### config.mk
export PLATFORM = sky130hd
export DESIGN_NAME = event_msg_arbiter
export DESIGN_NICKNAME = d
export VERILOG_FILES = /design/src/rtl/event_msg_pkg.sv /design/src/rtl/event_pending_bank.sv /design/src/rtl/event_msg_arbiter.sv
export SDC_FILE = /design/constraint.sdc
export NUM_CORES = 1
export LEC_CHECK = 0
export CORE_AREA = 2 2 198 200
export CTS_CLUSTER_SIZE = 40
export DETAILED_ROUTE_END_ITERATION = 8
export DIE_AREA = 0 0 200 202
export GPL_TIMING_DRIVEN = 0
export PLACE_DENSITY = 0.71
export SLEW_MARGIN = 20
export SYNTH_ARGS = -nofsm -noshare
export SYNTH_HDL_FRONTEND = slang
export SYNTH_SLANG_ARGS = --single-unit
### constraint.sdc
create_clock -name clk -period 9.3 [get_ports clk]
set_clock_uncertainty 0.05 [all_clocks]
set_input_delay 0.93 -clock clk [delete_from_list [all_inputs] [get_ports clk]]
set_output_delay 0.93 -clock clk [all_outputs]
set_load 0.02 [all_outputs]
### src/rtl/event_msg_pkg.sv
// rtl/event_msg_pkg.sv - shared message constants, grant class type and beat builders
// Purpose: message-type codes, field positions of the 256-bit merged message,
//          the grant class enum and helpers that assemble response and event beats.
// Ports:   none (package).
// Options: EVENT_TIMESTAMP_EN (see event_pending_bank / event_msg_arbiter).
package event_msg_pkg;

   localparam int MSG_WIDTH        = 256;
   localparam int RSP_PAYLOAD_W    = 248;

   localparam logic [7:0] MSG_TYPE_AXI_RSP = 8'd0;
   localparam logic [7:0] MSG_TYPE_EVENT   = 8'd1;
   localparam logic [7:0] EVENT_UNDERFLOW  = 8'd1;

   localparam int MSG_TYPE_LSB  = 248;
   localparam int MSG_TYPE_MSB  = 255;
   localparam int EVT_TYPE_LSB  = 0;
   localparam int EVT_TYPE_MSB  = 7;
   localparam int EVT_DROPS_LSB = 8;
   localparam int EVT_DROPS_MSB = 15;
   localparam int EVT_TS_LSB    = 16;
   localparam int EVT_TS_MSB    = 47;

   typedef enum logic {
      GRANT_RSP = 1'b0,
      GRANT_EVT = 1'b1
   } grant_class_e;

   function automatic logic [MSG_WIDTH-1:0] build_rsp_msg(
      input logic [RSP_PAYLOAD_W-1:0] payload
   );
      logic [MSG_WIDTH-1:0] m;
      m = '0;
      m[MSG_TYPE_MSB:MSG_TYPE_LSB] = MSG_TYPE_AXI_RSP;
      m[RSP_PAYLOAD_W-1:0]         = payload;
      return m;
   endfunction

   function automatic logic [MSG_WIDTH-1:0] build_event_msg(
      input logic [7:0]  evt_type,
      input logic [7:0]  drops,
      input logic [31:0] ts
   );
      logic [MSG_WIDTH-1:0] m;
      m = '0;
      m[MSG_TYPE_MSB:MSG_TYPE_LSB]   = MSG_TYPE_EVENT;
      m[EVT_TYPE_MSB:EVT_TYPE_LSB]   = evt_type;
      m[EVT_DROPS_MSB:EVT_DROPS_LSB] = drops;
      m[EVT_TS_MSB:EVT_TS_LSB]       = ts;
      return m;
   endfunction

endpackage

### src/rtl/event_pending_bank.sv
// rtl/event_pending_bank.sv - pending event latches, drop counter, priority select
// Purpose: latches event strobes, counts strobes lost to an already-pending event,
//          and picks the lowest-index requester. A strobe arriving this cycle is
//          visible to the selector immediately so an idle output can emit it at once.
// Ports:   clk, reset        clock, async active-high reset
//          event_strobe      one-cycle event pulses
//          clear_sel         selected event is emitted this cycle
//          any_pending       some event is pending or strobing
//          sel_index         lowest requesting index (0-based)
//          drop_cnt          saturating drop count since last emission
//          events_dropped    sticky drop flag
//          sel_ts            timestamp of the selected event (0 unless EVENT_TIMESTAMP_EN)
// Options: EVENT_TIMESTAMP_EN builds a 32-bit cycle counter and per-event captures.
module event_pending_bank
   import event_msg_pkg::*;
#(
   parameter int NUM_EVENTS = 4
) (
   input  logic                  clk,
   input  logic                  reset,
   input  logic [NUM_EVENTS-1:0] event_strobe,
   input  logic                  clear_sel,
   output logic                  any_pending,
   output logic [7:0]            sel_index,
   output logic [7:0]            drop_cnt,
   output logic                  events_dropped,
   output logic [31:0]           sel_ts
);

   logic [NUM_EVENTS-1:0] pending_q, pending_d;
   logic [NUM_EVENTS-1:0] req;
   logic [NUM_EVENTS-1:0] emit;
   logic [NUM_EVENTS-1:0] drop;
   logic [7:0]            drop_cnt_q, drop_cnt_d;
   logic                  events_dropped_q, events_dropped_d;
   logic [8:0]            drop_sum;
   logic [8:0]            drop_total;
   logic                  found;

   assign req         = pending_q | event_strobe;
   assign any_pending = |req;

   always_comb begin
      sel_index = 8'd0;
      found     = 1'b0;
      for (int i = 0; i < NUM_EVENTS; i++) begin
         if (req[i] && !found) begin
            sel_index = 8'(i);
            found     = 1'b1;
         end
      end
   end

   always_comb begin
      emit      = '0;
      drop      = '0;
      pending_d = pending_q;
      drop_sum  = 9'd0;
      for (int i = 0; i < NUM_EVENTS; i++) begin
         emit[i] = clear_sel && (sel_index == 8'(i));
         // A strobe only survives emission if it is a second occurrence on top of
         // an already-latched one; a fresh strobe is consumed by its own beat.
         if (emit[i]) begin
            pending_d[i] = pending_q[i] & event_strobe[i];
         end else begin
            pending_d[i] = pending_q[i] | event_strobe[i];
         end
         drop[i]  = event_strobe[i] & pending_q[i] & ~emit[i];
         drop_sum = drop_sum + 9'(drop[i]);
      end
      drop_total       = {1'b0, (clear_sel ? 8'd0 : drop_cnt_q)} + drop_sum;
      drop_cnt_d       = (drop_total > 9'd255) ? 8'hFF : drop_total[7:0];
      events_dropped_d = events_dropped_q | (|drop);
   end

   always_ff @(posedge clk or posedge reset) begin
      if (reset) begin
         pending_q        <= '0;
         drop_cnt_q       <= 8'd0;
         events_dropped_q <= 1'b0;
      end else begin
         pending_q        <= pending_d;
         drop_cnt_q       <= drop_cnt_d;
         events_dropped_q <= events_dropped_d;
      end
   end

   assign drop_cnt       = drop_cnt_q;
   assign events_dropped = events_dropped_q;

`ifdef EVENT_TIMESTAMP_EN
   logic [31:0] ts_cnt_q, ts_cnt_d;
   logic [31:0] ts_q [NUM_EVENTS];
   logic [31:0] ts_d [NUM_EVENTS];

   always_comb begin
      ts_cnt_d = ts_cnt_q + 32'd1;
      sel_ts   = 32'd0;
      for (int i = 0; i < NUM_EVENTS; i++) begin
         ts_d[i] = ts_q[i];
         // Capture whenever the strobe becomes (or stays) the live occurrence.
         if (event_strobe[i] && (!pending_q[i] || emit[i])) begin
            ts_d[i] = ts_cnt_q;
         end
         // A bypassed strobe has no capture yet; its time is the current count.
         if (sel_index == 8'(i)) begin
            sel_ts = pending_q[i] ? ts_q[i] : ts_cnt_q;
         end
      end
   end

   always_ff @(posedge clk or posedge reset) begin
      if (reset) begin
         ts_cnt_q <= 32'd0;
         for (int i = 0; i < NUM_EVENTS; i++) begin
            ts_q[i] <= 32'd0;
         end
      end else begin
         ts_cnt_q <= ts_cnt_d;
         for (int i = 0; i < NUM_EVENTS; i++) begin
            ts_q[i] <= ts_d[i];
         end
      end
   end
`else
   assign sel_ts = 32'd0;
`endif

endmodule

### src/rtl/event_msg_arbiter.sv
// rtl/event_msg_arbiter.sv - merges AXI4-Lite responses and event strobes into one stream
// Purpose: alternates grants between responses and pending events on ties, and
//          drives a registered 256-bit output stage with full-throughput handshake.
// Ports:   clk, reset                       clock, async active-high reset
//          event_strobe[NUM_EVENTS]         event pulses (input i -> event type i+1)
//          events_dropped                   sticky drop flag
//          AXIS_RSP_TDATA/TVALID/TREADY     response input stream (248-bit payload)
//          AXIS_OUT_TDATA/TVALID/TREADY     merged message output stream
// Options: EVENT_TIMESTAMP_EN places a per-event cycle stamp in event beat [47:16].
module event_msg_arbiter
   import event_msg_pkg::*;
#(
   parameter int DATA_WIDTH = 256,
   parameter int NUM_EVENTS = 4
) (
   input  logic                  clk,
   input  logic                  reset,
   input  logic [NUM_EVENTS-1:0] event_strobe,
   output logic                  events_dropped,
   input  logic [247:0]          AXIS_RSP_TDATA,
   input  logic                  AXIS_RSP_TVALID,
   output logic                  AXIS_RSP_TREADY,
   output logic [DATA_WIDTH-1:0] AXIS_OUT_TDATA,
   output logic                  AXIS_OUT_TVALID,
   input  logic                  AXIS_OUT_TREADY
);

   grant_class_e          last_grant_q, last_grant_d;
   logic                  out_valid_q, out_valid_d;
   logic [DATA_WIDTH-1:0] out_data_q, out_data_d;

   logic                  out_free;
   logic                  grant_rsp;
   logic                  grant_evt;
   logic                  any_pending;
   logic [7:0]            sel_index;
   logic [7:0]            drop_cnt;
   logic [31:0]           sel_ts;

   event_pending_bank #(
      .NUM_EVENTS (NUM_EVENTS)
   ) u_bank (
      .clk            (clk),
      .reset          (reset),
      .event_strobe   (event_strobe),
      .clear_sel      (grant_evt),
      .any_pending    (any_pending),
      .sel_index      (sel_index),
      .drop_cnt       (drop_cnt),
      .events_dropped (events_dropped),
      .sel_ts         (sel_ts)
   );

   always_comb begin
      out_free = !out_valid_q || AXIS_OUT_TREADY;
      // On a tie the class that did not win last time goes next.
      grant_rsp = out_free && AXIS_RSP_TVALID &&
                  (!any_pending || (last_grant_q == GRANT_EVT));
      grant_evt = out_free && any_pending &&
                  (!AXIS_RSP_TVALID || (last_grant_q == GRANT_RSP));

      last_grant_d = last_grant_q;
      out_valid_d  = out_valid_q;
      out_data_d   = out_data_q;
      if (grant_rsp) begin
         last_grant_d = GRANT_RSP;
         out_valid_d  = 1'b1;
         out_data_d   = DATA_WIDTH'(build_rsp_msg(AXIS_RSP_TDATA));
      end else if (grant_evt) begin
         last_grant_d = GRANT_EVT;
         out_valid_d  = 1'b1;
         out_data_d   = DATA_WIDTH'(build_event_msg(sel_index + 8'd1, drop_cnt, sel_ts));
      end else if (out_free) begin
         out_valid_d  = 1'b0;
      end
   end

   always_ff @(posedge clk or posedge reset) begin
      if (reset) begin
         last_grant_q <= GRANT_EVT;
         out_valid_q  <= 1'b0;
         out_data_q   <= '0;
      end else begin
         last_grant_q <= last_grant_d;
         out_valid_q  <= out_valid_d;
         out_data_q   <= out_data_d;
      end
   end

   assign AXIS_RSP_TREADY = grant_rsp;
   assign AXIS_OUT_TVALID = out_valid_q;
   assign AXIS_OUT_TDATA  = out_data_q;

endmodule
== After elaboration in Yosys (flattened, before gate mapping) ==
Cells that the tools add are included.
Widths: inputs -> output; s select.
Cells by class
  bitwise logic cells: 19
  reductions and logical operators: 25
  $add $sub $neg: 5
  multiplexer cells: 19
  order comparisons: 1
  equality and inequality tests: 3
Operators by type and width (number)
  $mux 256: 2
  $add 9x1->9: 2
  $mux 8: 2
  $mux 1: 13
  $logic_and 1x1->1: 11
  $add 8x9->9: 1
  $gt 9x8->1 const B: 1
  $add 8x1->8 const B: 1
  $and 1x1->1: 8
  $logic_not 8->1: 1
  $reduce_or 4->1: 2
  $logic_not 1->1: 6
  $not 1->1: 5
  $or 1x1->1: 5
  $eq 2x2->1 const B: 2
  $mux 2: 2
  $or 4x4->4: 1
  $logic_or 1x1->1: 3
  $reduce_bool 3->1: 1
  $add 1x1->2: 1
  $eq 2x1->1 const B: 1
  $reduce_bool 2->1: 1
Storage, ports and cells
  bits of input ports: 256
  word-level logic and storage cells: 78
  output and inout port bits: 259
  register bits after elaboration: 271

== Longest topological paths before layout ==
Gate-level depths: netlist (run 1).
  depth after elaboration: 21
  gate-level depth with buffers: 16

== Modules after synthesis ==
A second synthesis (run 1) with hierarchy kept.
Second synthesis, totals
  cells, all modules: 865
  area total of the unflattened synthesis: 10546.4 sq um
By module, submodules not included
  event_msg_arbiter: cells each 741, times used 1, seq. area each 6282.3 sq um, area each 9432.8 sq um
  event_pending_bank: cells each 124, times used 1, seq. area each 325.3 sq um, area each 1113.6 sq um

== Least setup slack after synthesis (run 1) ==
No wires, ideal clock.
  path type: input-to-reg
  start point: input event_strobe[1]
  end point: register u_bank.drop_cnt_q[4], in the netlist u_bank.drop_cnt[4]
  setup slack: 4.926 ns
  arrival time: 4.188 ns
  path buffers: 1
  setup time: 0.136 ns
  required time: 9.114 ns
  cell stages on the path: 16
  cells stage by stage: or4_1 > buf_2 > a21oi_1 > inv_1 > ha_1 > nand3_1 > and3_1 > inv_1 > ha_1 > fa_1 > ha_1 > fa_1 > a21oi_1 > nor3b_1 > nand4_1 > o21ai_0
On the way
  longest elaborated chain between the ends: 19
RTL lines
  from (decl): RTL line event_msg_arbiter.sv:18  | input logic [NUM_EVENTS-1:0] event_strobe,
  $or 4x4->4: RTL line event_pending_bank.sv:40  | assign req = pending_q | event_strobe;
  $logic_and 1x1->1: RTL line event_pending_bank.sv:47  | if (req[i] && !found) begin
  $mux 1: RTL line event_pending_bank.sv:47
  $logic_not 1->1: RTL line event_pending_bank.sv:47
  $logic_and 1x1->1: RTL line event_pending_bank.sv:47
  $mux 1: RTL line event_pending_bank.sv:47
  $logic_not 1->1: RTL line event_pending_bank.sv:47
  $logic_and 1x1->1: RTL line event_pending_bank.sv:47
  [... 3 more ...]
  $not 1->1: RTL line event_pending_bank.sv:68  | drop[i] = event_strobe[i] & pending_q[i] & ~emit[i];
  $and 1x1->1: RTL line event_pending_bank.sv:68
  $add 1x1->2: RTL line event_pending_bank.sv:69  | drop_sum = drop_sum + 9'(drop[i]);
  $add 9x1->9 (2 in series): RTL line event_pending_bank.sv:69
  $add 8x9->9 (*): RTL line event_pending_bank.sv:71  | drop_total = {1'b0, (clear_sel ? 8'd0 : drop_cnt_q)} + drop_sum;
  $gt 9x8->1: RTL line event_pending_bank.sv:72  | drop_cnt_d = (drop_total > 9'd255) ? 8'hFF : drop_total[7:0];
  $mux 8 (*): RTL line event_pending_bank.sv:72
  via u_bank.drop_cnt_d[4]: RTL line event_pending_bank.sv:34  | logic [7:0] drop_cnt_q, drop_cnt_d;
  to (signal assigned): RTL line event_pending_bank.sv:83  | drop_cnt_q <= drop_cnt_d;
  to (decl): RTL line event_pending_bank.sv:34
Mark *: on every way through the listed nets, which the timed path passes. The rest lies on a longest branch.
A chain may end at the register's enable or synchronous reset.

== Final worst setup path (run 1) ==
  start point: input event_strobe[1]
  end point: output AXIS_RSP_TREADY
On the way
  longest elaborated chain between the ends: 5
RTL lines
  $or 4x4->4: RTL line event_pending_bank.sv:40
  $reduce_or 4->1: RTL line event_pending_bank.sv:41  | assign any_pending = |req;
  $logic_not 1->1: RTL line event_msg_arbiter.sv:58  | (!any_pending || (last_grant_q == GRANT_EVT));
  $logic_or 1x1->1: RTL line event_msg_arbiter.sv:58
  $logic_and 1x1->1: RTL line event_msg_arbiter.sv:57  | grant_rsp = out_free && AXIS_RSP_TVALID &&
  to (decl): RTL line event_msg_arbiter.sv:22  | output logic AXIS_RSP_TREADY,
Every way passes these cells.

==> results of run 1 <==
[power by group through the flow]
| stage | sequential, mW | clock (mW) | combinational [mW] |
|---|---|---|---|
| 2_1_floorplan | 1.59 | 0 | 0.307 |
| 3_3_place_gp | 1.42 | 0 | 1.04 |
| 3_5_place_dp | 1.42 | 0 | 1.06 |
| 4_1_cts | 1.40 | 1.23 | 1.06 |
| 5_1_grt | 1.42 | 1.27 | 1.14 |
| 6_report | 1.40 | 1.21 | 1.05 |
[cell usage after synthesis]
cell type	count
a211oi_1	1
a21oi_1	7
a221o_1	9
and2_1	13
and3_1	4
and3b_1	1
buf_1	4
buf_2	38
buf_4	8
buf_6	3
clkbuf_1	57
clkbuf_2	9
conb_1	1
dfrtp_1	263
dfstp_2	1
fa_1	2
ha_1	8
inv_1	7
maj3_1	4
mux2i_1	1
nand2_1	245
nand2b_1	3
nand3_1	243
nand4_1	3
nor2_1	6
nor2b_1	1
nor3_1	2
nor3b_1	1
nor4_1	1
o211ai_1	1
o211ai_2	1
o21ai_0	219
o21ai_1	25
o21ai_2	1
o221ai_1	1
o31ai_1	1
or4_1	2
or4b_2	1
xnor2_1	3
[state kept, by name, summed over array words and instances (netlist names)]
register,cells
last_grant_q,1
u_bank.drop_cnt,8
AXIS_OUT_TDATA,249
u_bank.events_dropped,1
u_bank.pending_q,4
AXIS_OUT_TVALID,1
[routing by layer]
metal / routed length [um] / track usage (%)
met1: 16100 / 22.8
met2: 20900 / 35.9
met3: 3870 / 6.12
met4: 1640 / 8.41
met5: 0 / 0
[worst min-delay path by stage]
stage,endpoint,slack [ns],cells after the start
CTS,u_bank.events_dropped$_DFF_PP0_,0.44,1
global placement,u_bank.events_dropped$_DFF_PP0_,0.42,1
finish,u_bank.events_dropped$_DFF_PP0_,0.44,1
global route,u_bank.events_dropped$_DFF_PP0_,0.48,1
detailed placement,u_bank.events_dropped$_DFF_PP0_,0.42,1
floorplan,AXIS_OUT_TDATA[10]$_DFFE_PP0P_,0.42,1
[cells in the final DEF (no fill, tap or decap), types with 2 or more instances in the layout]
master and n:
nand2b_1 3, o21ai_1 25, or4_1 2, clkdlybuf4s50_1 507, nand3_1 243, dfrtp_1 263, nand4_1 3, a21oi_1 7
buf_1 4, nand2_1 245, fa_1 2, buf_2 38, buf_16 2, buf_6 3, ha_1 8, bufinv_16 4
and3_1 4, maj3_1 4, clkbuf_8 6, clkinv_2 7, nor3_1 2, clkbuf_16 29, o21ai_0 219, conb_1 7
nor2_1 6, clkbuf_1 62, clkbuf_2 9, inv_1 6, xnor2_1 3, and2_1 13, a221o_1 9, buf_4 8
[cells by family (layout without fill, tap and decap cells)]
group | count (synthesis) | in the layout | share of synthesized area, %
AND/OR/NAND/NOR | 526 | 526 | 21.2
AO/OA/AOI/OAI | 266 | 266 | 12.5
flip-flops | 264 | 264 | 59.1
buffers and inverters | 126 | 688 | 5.23
adder cells (fa/ha/maj) | 14 | 14 | 1.61
XOR/XNOR | 3 | 3 | 0.235
other | 1 | 8 | 0.0336
multiplexers | 1 | 1 | 0.0896
[layout make-up]
class	count	area share, %
timing repair buffer	509	28.5
clock buffer	40	4.60
clock inverter	13	0.960
inverter	7	0.188
tap	518	3.60
antenna	1	0.0139
multi-input combinational	817	22.3
buffer	119	3.10
sequential	264	36.7
[critical path: cells and delay by family]
kind | cells | cell delay [ns]
compound gates | 1 | 0.28
buf+inv | 7 | 1.94
simple gates | 2 | 0.70
[stage by stage]
step | instance area [um^2] | hold WS [ns] | setup TNS, ns
floorplan | 11200 | 0.420 | 0
global placement | 16900 | 0.420 | -634.55
detailed placement | 17000 | 0.420 | 0
CTS | 18000 | 0.436 | 0
global route | 18000 | 0.475 | 0
finish | 18000 | 0.435 | 0
==> results summary, run 1 <==
The flow ran to the end, and the final reports show no timing, DRC or antenna violations. The detailed-routing iteration count for the pre-antenna-repair pass came out at 5. The depth of the worst register-to-register path is 13. Buffers inserted during clock tree synthesis total 29. The filler cell count came out at 3628.

The clock network burns 33.0% of the power. For this run, the number of Yosys warnings is 0. The part of the power in registers is 38.3%. The detail-routed net length per standard cell is 18.6 um. The floorplan step defined a die boundary enclosing 0.0404 mm^2.

The slew of the pin with the lowest slew margin is 0.833 ns. The number of standard cells after synthesis came out at 1201. The slowest stage of the critical path is the clkdlybuf4s50_1 cell. The floorplan step set the die width to 200 um. The number of buffers inserted by port buffering came out at 507. The maximum number of pins on one net before global-route repair is 103. The min-delay analysis places its worst path in the category reg2reg.

In this run the power density over the cells is 204 mW/mm^2. The start point of the critical path is event_strobe[1]. The highest fanout seen on the critical path is 10. The most critical setup path has its endpoint at AXIS_RSP_TREADY. The number of levels the H-tree was split into came out at 1. By startpoint and endpoint, the worst setup path is classified as in2out. The switching power as a share of total power is 31.7%. After detailed placement, the design holds a cell count of 2234.

The number of antenna violations at the first check in global routing came out at 1. The total count of max-transition violations in the final report is 0. TritonCTS built the clock tree. The final worst setup slack came out at 4.46 ns. The leakage power total came out at 7.44 nW. The number of hold buffers added after cts came out at 0. The global-route wire length before repair is 64800 um. The stage delay of the slowest cell on the critical path is 0.62 ns. In this run the most critical hold path is launched from u_bank.events_dropped$_DFF_PP0_. The critical path goes through clkdlybuf4s50_1 -> or4_1 -> buf_2 -> o21ai_2 -> and2_1 -> buf_4 -> buf_6 -> buf_6 -> buf_6 -> clkdlybuf4s50_1. The longest clock path from root to sink contains 3 buffers. The sequential standard cell area is 0.00661 mm^2. The max capacitance violation total is 0. From synthesis to final layout, the design area changed by 60.9%. The filler-free cell count of the finished design is 2288. Yosys mapped the design onto 39 distinct sky130hd cell types. The number of remaining DRC errors is 0.

The vias per cell is 4.88. The starting density of the core came out at 29.2%. Measured against its own limit, the worst slew margin works out to 44.4%.

For this design the total switching power over the nets is 1.16 mW. The post-layout minimum cycle time is 4.84 ns. The final total power is 3.67 mW. Across the VDD grid, the largest voltage drop is 0.124 mV.

The final global-route overflow total is 0. The placeable core region came out at 0.0383 mm^2. The post-CTS repair timing setup buffer count came out at 0. For this run, the total global-route usage over all layers was measured as 20.4%. The residual antenna-violating net count after detailed routing is 0. The site row count is 72.

The number of failing hold endpoints at the final stage came out at 0. The number of global-route vias before repair came to 11600. The register-to-register path setup slack came out at 4.96 ns.

Setup repair after global routing left no endpoint under its margin. The cell area that synthesis handed to floorplanning was 0.0112 mm^2. The routability congestion estimate came out at 0.903. The worst-skew pair later-pin latency is 0.55 ns. Among the stages of the critical path, the cell type that occurs most often is buf_6. The multi-input logic area came out at 0.00401 mm^2. The register clock-pin slew on the reported worst setup and hold paths is 0.06 ns. The tree built by TritonCTS fans out to 264 sinks. The area share of the largest cell type after synthesis is 58.9%. The data arrival time at the worst-slack endpoint is 3.86 ns. The combinational fraction of design power is 28.7%. The count of boundary I/O pins is 515. The net count of the finished layout is 2013.

By area the synthesized netlist is led by dfrtp_1 59%, nand3_1 11%, o21ai_0 9.8%, nand2_1 8.2%, clkbuf_1 1.9%. The sequential cell area fraction in the yosys report came out at 59.1%. The internal power of the cells totals 2.51 mW. Of the available clock period, the critical path in the final layout requires 52.0%.

Of the cells placed in the final design, the portion with a size suffix greater than 1 is 6.39%. The worst setup path is captured at an output port. For this run, the share of the core covered by cells in the final layout is 47.0%. The total detailed-routing wirelength is 42600 um. The startpoint identified for the worst register-to-register timing path is u_bank.pending_q[1]$_DFF_PP0_. STA classifies the critical path startpoint as an input pin. The timing-limited maximum frequency is 207 MHz.

The reg-to-reg critical path endpoint is u_bank.drop_cnt[4]$_DFF_PP0_. In this run, synthesis produced a sequential element count of 264. The worst slack at placement came out at 3.98 ns. After clock tree synthesis, the repair step resized 0 gates. The synthesized design spends more area on one cell type than any other, namely dfrtp_1.

The DRC marker count from the first detailed-route iteration came out at 526. The placed wire-length estimate after detailed placement is 32200 um. The total number of vias is 11200.

The vertical die dimension is 202 um. Clock tree synthesis selected as its root buffer the cell clkbuf_16. At the worst endpoint, the required time is 8.32 ns. The post-synthesis average cell area came out at 9.31 um^2.

The final count of negative-setup-slack endpoints came out at 0.
Note: power is estimated with default switching activity, not from simulation.
==> run 2, diff against run 1 <==
--- a/config.mk
+++ b/config.mk
@@ -5,10 +5,10 @@
 export SDC_FILE = /design/constraint.sdc
 export NUM_CORES = 1
 export LEC_CHECK = 0
-export CORE_AREA = 2 2 198 200
+export CORE_AREA = 2 2 202 204
 export CTS_CLUSTER_SIZE = 40
 export DETAILED_ROUTE_END_ITERATION = 8
-export DIE_AREA = 0 0 200 202
+export DIE_AREA = 0 0 204 206
 export GPL_TIMING_DRIVEN = 0
 export PLACE_DENSITY = 0.71
 export SLEW_MARGIN = 20
==> constraint.sdc (replaced) <==
create_clock -name clk -period 3.9 [get_ports clk]
set_clock_uncertainty 0.05 [all_clocks]
set_input_delay 0.39 -clock clk [delete_from_list [all_inputs] [get_ports clk]]
set_output_delay 0.39 -clock clk [all_outputs]
set_load 0.02 [all_outputs]
==> run 2 against run 1 <==
  * Core utilization decreased by 1.6 points
  * Global-route usage decreased by 0.083 points
  * Sequential share of layout area decreased by 0.49 points
  * Hold slack got worse by 0.21 ns
  * Routed wire length increased by 5.5%
  * Design area increased by 1.4%
  * Worst setup slack got worse by 4.4 ns
  * Largest power group unchanged
==> results summary, run 2 (synthesized netlist as in run 1, its figures left out) <==
The total number of vias is 11300 (+1.4%). The remaining max-slew budget at the tightest pin came out at 45.0% (+0.58 points). Leaving out fill and tap cells, the most frequent cell in the layout is clkdlybuf4s50_1.

The final standard cell utilization of the core is 45.4% (-1.6 points). The final worst setup slack is 0.106 ns (-4.35 ns). The routability congestion estimate was 0.940 (+4.1%).

The share of final-layout standard cells stronger than drive strength 1 came to 7.86% (+1.5 points). The final total power is 8.73 mW (+140%). The placed wire-length estimate after detailed placement is 34000 um (+5.5%). The cell total after placement was 2254 (+0.90%). The global-route wire length before repair came out at 66500 um (+2.6%).

The ratio of final minimum period to clock period came out at 97.3%. The residual antenna-violating net count after detailed routing came to 0 (unchanged). The data arrival time at the worst-slack endpoint came out at 4.18 ns (+0.32 ns). The vertical die dimension was 206 um (+2.0%). The final total negative setup slack is 0 ns (unchanged). The final global-route overflow total came to 0 (unchanged).

The critical path is of the reg2reg type. The number of failing hold endpoints at the final stage came out at 0 (unchanged). The total detailed-routing wirelength came to 44900 um (+5.5%).

The detailed-routing iteration count for the pre-antenna-repair pass is 5 (unchanged). The total power divided by cell area is 479 mW/mm^2 (+130%). The number of buffers inserted by port buffering came out at 507 (unchanged). The worst-skew pair later-pin latency came out at 0.56 ns (about the same).

The number of inserted diodes came out at 0 (-1). The filler-free cell count of the finished design is 2313 (+1.1%). The number of hold buffers added after cts is 0 (unchanged). The finished layout cell area is 0.0182 mm^2 (+1.4%). The register clock-pin slew on the reported worst setup and hold paths came out at 0.06 ns (about the same). The deepest clock path buffer count is 3 (unchanged). The slew of the pin with the lowest slew margin is 0.825 ns (-0.00873 ns).

The depth of the worst register-to-register path is 15 (+2). The detail-routed net length per standard cell is 19.4 um (+4.4%). The number of remaining DRC errors is 0 (unchanged). The worst slack at placement was -0.989 ns (-4.97 ns).

The number of flip-flops in the largest register is 249 (unchanged). The final net count is 2028 (+0.75%). The starting density of the core was 27.8% (-1.4 points). The overall routing resource usage came out at 20.3% (-0.083 points). The maximum number of pins on one net before global-route repair came out at 34 (-67%). The worst hold-check slack was 0.226 ns (-0.209 ns). The peak supply drop came out at 0.317 mV (+160%). The max capacitance violation total came out at 0 (unchanged). The leakage power total came out at 7.53 nW (+1.3%). The timing-limited maximum frequency is 264 MHz. The worst hold path belongs to the class in2async. The final count of negative-setup-slack endpoints is 0 (unchanged). The die outline width came out at 204 um (+2.0%).

The DRC marker count from the first detailed-route iteration came out at 639 (+21%). The number of buffers created by CTS was 30 (+3.4%). The clock tree root buffer cell is clkbuf_16. The post-layout minimum cycle time came out at 3.79 ns.

The clock sink count came out at 264 (unchanged). In the layout the commonest cells are 507 x clkdlybuf4s50_1, 262 x dfrtp_1, 245 x nand2_1, 242 x nand3_1, 216 x o21ai_0. STA classifies the critical path endpoint as a flip-flop.

The number of levels the H-tree was split into is 1 (unchanged). The number of global-route vias before repair came out at 11400 (-2.2%). The die outline area is 0.0420 mm^2 (+4.0%). The layout overhead on the synthesized area is 63.1%. The placeable core region is 0.0402 mm^2 (+5.0%).

The site row count is 74 (+2.8%). The data required time of the critical path came out at 4.28 ns (-4.04 ns). The worst setup path is launched from a flip-flop. The highest fanout seen on the critical path came to 6 (-4).

The area of placed instances came to 0.0171 mm^2 (+0.70%). The flow ran to the end, and the final reports show no timing, DRC or antenna violations. The vias per cell came out at 4.89 (+0.28%).

TritonCTS built the clock tree. The count of boundary I/O pins came to 515 (unchanged). The total count of max-transition violations in the final report came out at 0 (unchanged). The number of antenna violations at the first check in global routing came to 0 (-1).
## run 2: worst max-delay path, stage by stage, from the launching register on
cell and delay (ns):
dfrtp_2 0.42, or4_4 0.59, a21oi_4 0.15, inv_1 0.06, ha_2 0.18, nand3_2 0.07
and3_4 0.20, inv_1 0.06, ha_4 0.27, fa_1 0.41, ha_2 0.20, fa_2 0.38
a21oi_4 0.20, nor3b_4 0.07, nand4_1 0.23, o21ai_1 0.12
## run 2: cell type report
cell class,count,area (um^2)
Multi-Input combinational cell,817,4100
Sequential cell,264,6610
Tap cell,532,666
Buffer,117,556
Fill cell,3866,22000
Timing Repair Buffer,525,5310
Inverter,7,30.0
Clock inverter,7,65.1
Clock buffer,44,895
## run 2: worst paths after layout
| kind | from | to | slack (ns) |
|---|---|---|---|
| worst max-delay path | u_bank.pending_q[0]$_DFF_PP0_ | u_bank.drop_cnt[4]$_DFF_PP0_ | 0.11 |
| worst min-delay path | reset | AXIS_OUT_TDATA[134]$_DFFE_PP0P_ | 0.23 |
| worst max register to register | u_bank.pending_q[0]$_DFF_PP0_ | u_bank.drop_cnt[4]$_DFF_PP0_ | 0.11 |
| worst min register to register | u_bank.events_dropped$_DFF_PP0_ | u_bank.events_dropped$_DFF_PP0_ | 0.44 |
| max in group asynchronous | reset | AXIS_OUT_TDATA[23]$_DFFE_PP0P_ | 2.27 |
| min in group clk | AXIS_RSP_TDATA[24] | AXIS_OUT_TDATA[24]$_DFFE_PP0P_ | 0.33 |
## run 2: repair_timing
item                       4_1_cts  5_1_grt
pin swaps                        4        7
hold endpoints to repair         0        0
setup endpoints to repair        9        9
setup buffers                    3        7
gates resized for setup         18        9
## run 2: report_power, final
group / internal (mW) / switching [mW]
clock network: 1.63 / 1.14
registers: 3.12 / 0.232
logic: 1.16 / 1.44
total: 5.91 / 2.81
## run 2: metal layers
metal  vias up  routed length [um]  track usage (%)
met5         -                   0                0
met4         0                1840             8.64
li1       5216                   -                -
met1      5444               17300             23.7
met2       545               21700             34.8
met3       103                4080             5.96
==> run 3, diff against run 2 <==
--- a/config.mk
+++ b/config.mk
@@ -5,10 +5,11 @@
 export SDC_FILE = /design/constraint.sdc
 export NUM_CORES = 1
 export LEC_CHECK = 0
-export CORE_AREA = 2 2 202 204
+export ABC_AREA = 1
+export CORE_AREA = 2 2 198 200
 export CTS_CLUSTER_SIZE = 40
 export DETAILED_ROUTE_END_ITERATION = 8
-export DIE_AREA = 0 0 204 206
+export DIE_AREA = 0 0 200 202
 export GPL_TIMING_DRIVEN = 0
 export PLACE_DENSITY = 0.71
 export SLEW_MARGIN = 20
==> run 3 against run 2 <==
  * Register-to-register slack gained 0.30 ns
  * Non-clock buffer count decreased by 64
  * Synthesized area is 6.4% lower
  * Global-route usage down 2.6 points
  * Critical endpoint is now u_bank.drop_cnt[2]$_DFF_PP0_
  * Highest routed layer is now met5
  * Largest cell class unchanged
==> results summary, run 3 <==
The flow ran to the end, and the final reports show no timing, DRC or antenna violations. The fraction of registers with async set/reset came out at 100% (unchanged). The switching power as a share of total power came out at 35.7% (+3.4 points).

The die outline width came to 200 um (-2.0%). The filler-free cell count of the finished design is 2287 (-1.1%). After synthesis, the largest family of logic cells by area is simple AND/OR/NAND/NOR gates. The cell total after placement was 2236 (-0.80%). The worst setup path is captured at a flip-flop. The fraction of the mapped netlist area in compound gates came out at 1.18% (-11 points). The starting density of the core came out at 27.3% (-0.49 points).

The buffers plus inverters on the worst setup path came out at 2 (unchanged). The remaining max-slew budget at the tightest pin came out at 61.0% (+16 points). The most common cell in the synthesized netlist is nand2_1.

The number of antenna violations at the first check in global routing is 4 (+4). The number of remaining DRC errors came to 0 (unchanged). The number of flops mapped to enable cells by yosys came to 0 (unchanged). The clock sink count was 264 (unchanged). The layout overhead on the synthesized area is 65.6%. The register clock-pin slew on the reported worst setup and hold paths is 0.06 ns (about the same). The share of power burned in the clock network came to 25.5% (-6.3 points). The area share of the largest cell type after synthesis was 62.9% (+4.0 points). The count of boundary I/O pins is 515 (unchanged). The detail-routed net length per standard cell was 16.0 um (-18%). The number of standard cells after synthesis is 1196 (-0.42%). The total power divided by cell area came out at 613 mW/mm^2 (+28%).

The xor and xnor area share after synthesis came to 0.167% (-0.068 points). The vertical die dimension came out at 202 um (-1.9%). The path class of the tightest hold or removal check is in2async. The die outline area is 0.0404 mm^2 (-3.9%). The critical path is of the reg2reg type.

The cell-internal power came out at 6.83 mW (+15%). The number of inserted diodes came out at 0 (unchanged). The highest fanout seen on the critical path is 8 (+2). The logic depth of the worst setup path including buffers is 18 (+3). The post-CTS repair timing setup buffer count was 0 (-3). The final total negative setup slack is 0 ns (unchanged). The total detailed-routing wirelength is 36600 um (-19%). The cell sitting at the root of the clock tree is a clkbuf_16. The number of levels the H-tree was split into is 1 (unchanged). The ratio of final minimum period to clock period came to 89.7% (-7.6 points).

The slew of the pin with the lowest slew margin came out at 0.586 ns (-0.239 ns). The top cell types in the final layout, fill and taps aside, are 769 x nand2_1, 507 x clkdlybuf4s50_1, 263 x dfrtp_1, 41 x buf_2, 31 x inv_1. The placed wire-length estimate after detailed placement is 28500 um (-16%).

The timing-limited maximum frequency came to 286 MHz (+8.4%). The total of flip-flops plus latches after synthesis is 264 (unchanged). The number of failing hold endpoints at the final stage came to 0 (unchanged). The adder and majority cell fraction of the synthesized area came out at 1.34% (-0.27 points). The final total power came out at 10.6 mW (+22%). The overall routing resource usage is 17.7% (-2.6 points). The max capacitance violation total came out at 0 (unchanged).

The residual antenna-violating net count after detailed routing is 0 (unchanged). The filler cell count was 3661 (-5.3%). The data arrival time at the worst-slack endpoint came out at 3.87 ns (-0.31 ns). The simple-gate share of the synthesized area was 29.4% (+8.3 points). The critical path's most frequent cell is nand2_1. The share of final-layout standard cells stronger than drive strength 1 came out at 6.95% (-0.91 points). The number of warnings printed during yosys synthesis came out at 0 (unchanged). The multi-input logic area is 0.00339 mm^2 (-17%). The post-layout minimum cycle time is 3.50 ns (-0.296 ns).

The maximum number of pins on one net before global-route repair came out at 34 (unchanged). The critical path goes through nor2_1 -> nand2_2 -> inv_1 -> nand3b_1 -> o21ai_2 -> ha_1 -> nand2_1 -> nand2_1 -> ha_1 -> fa_1 -> ha_1 -> fa_1 -> nand2_1 -> nand2_1 -> nand2_1 -> inv_1 -> nand2_2 -> o21ai_0. The number of flip-flops in the largest register is 249 (unchanged). The worst hold-check slack is 0.144 ns (-0.0822 ns). The deepest clock path buffer count is 3 (unchanged).

By count the netlist is led by 770 x nand2_1, 263 x dfrtp_1, 41 x buf_2. The number of global-route vias before repair was 9942 (-12%). The sequential standard cell area is 0.00661 mm^2 (about the same). The total number of vias is 9693 (-14%). The vias per cell was 4.24 (-13%). The total net switching power came out at 3.79 mW (+35%).

The placeable core region is 0.0383 mm^2 (-4.7%). The worst-skew pair later-pin latency came out at 0.55 ns (about the same). The sequential cell area fraction in the yosys report is 63.2% (+4.0 points). The leakage power total is 8.66 nW (+15%). The synthesized area is 0.0105 mm^2 (-6.4%). The stage delay of the slowest cell on the critical path came out at 0.49 ns (-0.10 ns). The multiplexer share of the synthesized area was 0% (-0.090 points).

The routability congestion estimate is 0.910 (-3.2%). In this design, the largest share of critical-path delay is due to adder cells. The number of buffers inserted by port buffering is 507 (unchanged). The part of the power in registers is 36.2% (-2.2 points). The number of buffers created by CTS is 29 (-3.3%). The number of hold buffers added after cts is 0 (unchanged).

The DRC marker count from the first detailed-route iteration is 520 (-19%). In the synthesized netlist the dominant register cell turns out to be dfrtp_1. The combinational fraction of design power was 38.4% (+8.6 points). The total count of max-transition violations in the final report came out at 0 (unchanged). The slowest cell on the critical path is fa_1. The worst setup path is launched from a flip-flop. The global-route wire length before repair came out at 55700 um (-16%).

The detailed-routing iteration count for the pre-antenna-repair pass came to 5 (unchanged). The post-synthesis average cell area is 8.75 um^2 (-6.0%). Setup repair after global routing left no endpoint under its margin. The final count of negative-setup-slack endpoints was 0 (unchanged).

By area the synthesized netlist is led by dfrtp_1 63%, nand2_1 28%, buf_2 2.0%, buf_4 1.3%, inv_1 1.1%. TritonCTS built the clock tree. The final net count came out at 2014 (-0.69%). The final global-route overflow total is 0 (unchanged). The most common cell after layout, fill and taps aside is nand2_1. The site row count is 72 (-2.7%). The biggest area contributor in the post-synthesis netlist is dfrtp_1.

The number of gates given a new drive strength after cts came out at 0 (-18). The peak supply drop came out at 0.416 mV (+31%). The depth of the worst register-to-register path came out at 18 (+3).

The number of distinct library cells after synthesis is 29 (-26%). The data required time of the critical path came out at 4.28 ns (about the same).
[run 3: changes by cell type after synthesis, sizes merged, moves of 9 or more]
| cell | previous run | this run |
|---|---|---|
| and2 | 13 | 0 |
| nor2 | 6 | 19 |
| a221o | 9 | 0 |
| nand2 | 245 | 771 |
| inv | 7 | 33 |
| nand3 | 243 | 8 |
| clkbuf | 66 | 3 |
| o21ai | 245 | 6 |
[run 3: worst paths after layout]
check,start,to,slack [ns]
max in group asynchronous,reset,AXIS_OUT_TDATA[154]$_DFFE_PP0P_,2.71
worst max-delay path,u_bank.pending_q[0]$_DFF_PP0_,u_bank.drop_cnt[2]$_DFF_PP0_,0.40
worst min-delay path,reset,AXIS_OUT_TDATA[188]$_DFFE_PP0P_,0.14
worst min register to register,AXIS_OUT_TDATA[98]$_DFFE_PP0P_,AXIS_OUT_TDATA[98]$_DFFE_PP0P_,0.42
min in group clk,AXIS_RSP_TDATA[177],AXIS_OUT_TDATA[177]$_DFFE_PP0P_,0.32
worst max register to register,u_bank.pending_q[0]$_DFF_PP0_,u_bank.drop_cnt[2]$_DFF_PP0_,0.40
[run 3: area by class of cell]
class                           count  share of cell area (%)
Sequential cell                   264                    38.1
Timing Repair Buffer              516                    30.3
Multi-Input combinational cell    842                    19.6
Clock buffer                       47                    5.04
Tap cell                          518                    3.74
Buffer                             62                    2.07
Inverter                           33                   0.751
Clock inverter                      5                   0.311
[run 3: kinds of logic after synthesis]
group                      after synthesis
DFF                                    264
AOI/OAI and AO/OA                       19
xor gates and xnor gates                 2
adders and majority gates               10
buffers and inverters                   96
and+or+nand+nor                        804
other                                    1
[run 3: metal layers]
layer | wire [um] | vias up | part of all wire (%) | global-route usage [%]
met1 | 14400 | 4531 | 39 | 21.0
met4 | 1150 | 8 | 3.1 | 5.50
li1 | - | 4707 | - | -
met3 | 3210 | 81 | 8.8 | 5.67
met5 | 55 | - | 0.15 | 0
met2 | 17800 | 366 | 49 | 30.3
[run 3: per-stage QoR]
step                utilization [%]  setup WS (ns)  cell area [um^2]
CTS                            45.2          0.132             17300
floorplan                         -        -0.0227             10500
detailed placement             42.8         -0.299             16400
finish                         45.2          0.402             17300
global placement               42.3          -2.06             16200
global route                   45.2         0.0670             17300
[run 3: power groups by stage]
stage	combinational, mW	clock (mW)	sequential (mW)
after floorplan	1.12	0	4.66
after global placement	4.04	0	3.85
after detailed placement	4.11	0	3.88
after CTS	4.13	2.78	3.84
after global routing	4.40	2.89	3.92
final	4.07	2.70	3.84
